## src/rtl/id_gen.sv

```systemverilog
// id_gen: ASCII identifier stream generator (letters then digits); optional SEP state via ID_GEN_SEPARATOR_EN
module id_gen #(
  parameter int LEN_W = 4,
  parameter bit UPPER = 1'b0
) (
  input  logic             clk,
  input  logic             reset,
  input  logic             start,
  input  logic [LEN_W-1:0] alpha_len,
  input  logic [LEN_W-1:0] digit_len,
  input  logic [4:0]       alpha_base,
  input  logic [3:0]       digit_base,
  input  logic             ready,
  output logic [7:0]       char,
  output logic             valid,
  output logic             busy,
  output logic             done
);
`ifdef ID_GEN_SEPARATOR_EN
  typedef enum logic [2:0] {IDLE, ALPHA, DIGIT, SEP, FIN} state_t;
  localparam state_t TAIL = SEP;
`else
  typedef enum logic [1:0] {IDLE, ALPHA, DIGIT, FIN} state_t;
  localparam state_t TAIL = FIN;
`endif
  localparam logic [7:0] LBASE = UPPER ? 8'd65 : 8'd97;
  state_t state, ns;
  logic [LEN_W-1:0] alen, dlen, cnt, n_alen, n_dlen, n_cnt, cnt_inc;
  logic [4:0] idx, n_idx;
  logic [3:0] d, n_d;
  logic [7:0] n_char;
  logic n_valid, n_done, xfer;
  // next state, latched run parameters, counters and the registered output values
  always_comb begin
    ns = state;
    n_alen = alen;
    n_dlen = dlen;
    n_idx = idx;
    n_d = d;
    n_cnt = cnt;
    xfer = valid && ready;
    cnt_inc = cnt + LEN_W'(1);
    case (state)
      IDLE: if (start) begin
        n_alen = alpha_len == '0 ? LEN_W'(1) : alpha_len;
        n_dlen = digit_len;
        n_idx = alpha_base > 5'd25 ? 5'd0 : alpha_base;
        n_d = digit_base > 4'd9 ? 4'd0 : digit_base;
        n_cnt = '0;
        ns = ALPHA;
      end
      ALPHA: if (xfer) begin
        n_idx = idx == 5'd25 ? 5'd0 : idx + 5'd1;
        n_cnt = cnt_inc == alen ? '0 : cnt_inc;
        ns = cnt_inc != alen ? ALPHA : dlen != '0 ? DIGIT : TAIL;
      end
      DIGIT: if (xfer) begin
        n_d = d == 4'd9 ? 4'd0 : d + 4'd1;
        n_cnt = cnt_inc == dlen ? '0 : cnt_inc;
        ns = cnt_inc != dlen ? DIGIT : TAIL;
      end
`ifdef ID_GEN_SEPARATOR_EN
      SEP: if (xfer) ns = FIN;
`endif
      FIN: ns = IDLE;
      default: ns = IDLE;
    endcase
    n_valid = ns == ALPHA || ns == DIGIT;
    n_char = ns == ALPHA ? LBASE + {3'b0, n_idx} : ns == DIGIT ? 8'd48 + {4'b0, n_d} : 8'd0;
`ifdef ID_GEN_SEPARATOR_EN
    n_valid = n_valid || ns == SEP;
    n_char = ns == SEP ? 8'd32 : n_char;
`endif
    n_done = ns == FIN;
  end
  // state, counters and outputs registered; reset clears everything immediately
  always_ff @(posedge clk or posedge reset) begin
    if (reset) begin
      state <= IDLE;
      alen <= '0;
      dlen <= '0;
      cnt <= '0;
      idx <= '0;
      d <= '0;
      char <= '0;
      valid <= 1'b0;
      busy <= 1'b0;
      done <= 1'b0;
    end else begin
      state <= ns;
      alen <= n_alen;
      dlen <= n_dlen;
      cnt <= n_cnt;
      idx <= n_idx;
      d <= n_d;
      char <= n_char;
      valid <= n_valid;
      busy <= n_valid;
      done <= n_done;
    end
  end
endmodule
```

## config.mk

```make
export PLATFORM = sky130hd
export DESIGN_NAME = id_gen
export DESIGN_NICKNAME = d
export VERILOG_FILES = /design/src/rtl/id_gen.sv
export SDC_FILE = /design/constraint.sdc
export NUM_CORES = 1
export LEC_CHECK = 0
export CORE_ASPECT_RATIO = 1.5
export CORE_MARGIN = 10
export CORE_UTILIZATION = 35
export CTS_BUF_LIST = sky130_fd_sc_hd__clkbuf_4 sky130_fd_sc_hd__clkbuf_8
export DETAILED_ROUTE_END_ITERATION = 6
export PLACE_DENSITY_LB_ADDON = 0.08
export SYNTH_ARGS = -nofsm -noshare
export SYNTH_HDL_FRONTEND = slang
export SYNTH_SLANG_ARGS = --single-unit
```

## constraint.sdc

```tcl
create_clock -name clk -period 2.85 [get_ports clk]
set_clock_uncertainty 0.05 [all_clocks]
set_input_delay 0.57 -clock clk [delete_from_list [all_inputs] [get_ports clk]]
set_output_delay 0.57 -clock clk [all_outputs]
set_load 0.005 [all_outputs]
```

==> flow_summary.toml <==
[status]
status = "finished, final reports clean"

[worst_hold_path]
holdPathEnd = "alen[2]$_DFFE_PP0P_"
hold_path_startpoint = "alen[2]$_DFFE_PP0P_"
hp-class = "flip-flop to flip-flop"
holdPathStages = 2

[global_routing]
grt_pass1_wl_um = 8362
grt_use_total_pct = 11.39
antenna_found_initial = 0
grt_overflow_total = 0
grt_max_degree = 34
grt_pass1_vias = 1784

[flow_run]
drv_cap = 0

[clock_network]
cts_setup_buffers = 0
cts_tree = "built"
clkTransAtPathRegs_ns = 0.08
cts_buffers = 5
cts_max_level = 2
cts_root_buf = "clkbuf_8"
clkLatencyLatePin_ns = 0.29
cts.sinks = 33
cts_buffer_depth = 2
ctsHoldBuffers = 0

[timing]
hold_slack_ns = 0.4507
hold_violations = 0
fmax_mhz = 376.1
worst_slew_pin_slew_ns = 0.5442
finalCritPeriodShare_pct = 93.28
fin_ws_ns = 0.1914
rsz0062_at_grt = "no"
tns_ns = 0
setup_viol = 0
post-route-min-period_ns = 2.659
relSlewSlack_pct = 63.26
finalMaxSlewViolations = 0

[yosys]
synth.avg_cell_area_um2 = 8.951
synthArstFlopShare_pct = 100.0
ys_ff_latch = 33
yosys_most_used_dff = "dfrtp_1"
synth-edff-count = 0
yosysSeqAreaShare_pct = 40.64
ys_types = 47
synth_area_leaders = "dfrtp_1 (41%), ha_1 (7.4%), nand2_1 (7.0%), o21ai_0 (5.7%), a22o_1 (2.6%)"
synth.top_cell.area_share_pct = 40.64
netlist_area_um2 = 2032
synth_most_common_cell = "nand2_1"
synth.net_count = 260
netlist_top_cells_count = "nand2_1 (38), dfrtp_1 (33), o21ai_0 (23)"
yosys.area.top_type = "dfrtp_1"
yosysWarnings = 0
syn-instance-count = 227

[layout]
multi_input_area_um2 = 1116
nFillCells = 552
ff_latch_area_um2 = 825.8
drive_above_1_share_pct = 11.36
nets = 305
diodes = 0
syn_to_final_growth_pct = 30.05

[floorplan]
dieArea_um2 = 9316
core_um2 = 5533
io_pins = 32
rows = 33
initial_core_util_pct = 36.73
die_w_um = 82.21
chipHeight_um = 113.3

[detailed_routing]
vias = 1740
wl_per_cell_um = 14.81
drt_iter0_drc = 75
remaining_drc_errors = 0
drt-pass1-iter-count = 4
ant_nets = 0
via_per_inst = 5.073
drt_wl_total_um = 5081

[critical_path]
slowest_stage = "dfrtp_1"
crit_path_start_kind = "flip-flop"
cp.arrival_ns = 2.78
rrSetupSlack_ns = 0.19
crit_start = "cnt[1]$_DFFE_PP0P_"
critical-path-top-delay-family = "compound AO/OA/AOI/OAI gates"
critical_path.cell_chain = "ha_1 -> xnor2_2 -> xor2_1 -> nand4_1 -> o31a_1 -> o31a_1 -> ha_2 -> inv_1 -> a211oi_1 -> or3_1"
critPathKind = "flip-flop to flip-flop"
path_max_fanout = 7
crit_top_cell = "o31a_1"
reg2reg_from = "cnt[1]$_DFFE_PP0P_"
r2r_cells = 10
crit_buf_inv = 1
r2r-end = "char[4]$_DFF_PP0_"
required_ns = 2.98
end_kind = "flip-flop"
crit_path_max_incr_delay_ns = 0.40

[placed_design]
post-place-ws_ns = 0.04130
port_buffers = 31
place.gp.congestion = 0.8304
hpwl_um = 4016

[pwr]
ir_drop_v = 0.0003974
p_total_w = 0.002789
leakage_nw = 1.206
powerDensity_nw_per_um2 = 1055
## worst reg2reg max path: stages (launching register included)
cell      delay, ns
dfrtp_1        0.40
ha_1           0.24
xnor2_2        0.19
xor2_1         0.16
nand4_1        0.15
o31a_1         0.33
o31a_1         0.33
ha_2           0.23
inv_1          0.08
a211oi_1       0.04
or3_1          0.34
## worst max-delay path by stage
stage,to,cells past startpoint
finish,char[4]$_DFF_PP0_,10
global placement,char[4]$_DFF_PP0_,8
floorplan,char[4]$_DFF_PP0_,11
global route,char[4]$_DFF_PP0_,10
detailed placement,char[4]$_DFF_PP0_,8
CTS,char[4]$_DFF_PP0_,10
## state kept, by name (all words and copies together) (netlist names)
signal / count
idx: 5
busy: 1
alen: 4
done: 1
char: 8
cnt: 4
state: 2
d: 4
dlen: 4
## timing repair
action	CTS	global route
setup endpoints to repair	0	5
gates resized for setup	0	3
endpoints found under the hold margin	0	0
## stage by stage
stage | utilization, % | std cells | cell area (um2)
after detailed placement | 45.12 | 335 | 2496
after global routing | 47.76 | 343 | 2643
after floorplan | - | 227 | 2032
after CTS | 47.54 | 343 | 2630
after global placement | 45.12 | 335 | 2496
final | 47.76 | 343 | 2643
## cells in the final DEF, fill, tap and decap left out, types with 4 or more instances in the layout
master           instances
nor2b_1                  5
a22o_1                   6
buf_4                   16
clkbuf_8                 5
o21ai_0                 23
nand2_1                 38
ha_1                    11
o211ai_1                 4
a21oi_1                  4
nand3_1                 10
a22oi_1                  4
clkdlybuf4s50_1         31
xor2_1                   6
inv_1                   13
nor2_1                  11
and3_1                   5
dfrtp_1                 33
## area by class of cell
cell class | instances | area share [%]
Tap cell | 70 | 3.314
Timing Repair Buffer | 47 | 16.29
Multi-Input combinational cell | 172 | 42.23
Sequential cell | 33 | 31.25
Inverter | 13 | 1.847
Clock buffer | 5 | 2.604
Clock inverter | 3 | 2.462
## power breakdown
part,total (W),internal (W),switching (W)
Sequential,0.000814,0.000653,0.000162
Clock,0.000533,0.000348,0.000185
Combinational,0.00144,0.000686,0.000756
Total,0.00279,0.00169,0.00110
## per-layer routing
| layer | GRT usage [%] | part of all wire [%] |
|---|---|---|
| met5 | 0 | 0 |
| met1 | 11.53 | 39 |
| met3 | 2.536 | 3.1 |
| met4 | 4.670 | 2.4 |
| met2 | 21.13 | 56 |
## cell families (layout without fill, tap and decap cells)
kind of cell | count (synthesis) | count (layout) | synth area share, %
buffers and inverters | 22 | 68 | 5.049
and+or+nand+nor | 87 | 87 | 20.69
xor gates and xnor gates | 10 | 10 | 4.988
adders and majority gates | 12 | 12 | 7.389
muxes | 3 | 3 | 1.601
DFF | 33 | 33 | 40.64
AOI/OAI and AO/OA | 60 | 60 | 19.64
No activity file was read; power rests on OpenSTA's default activity.
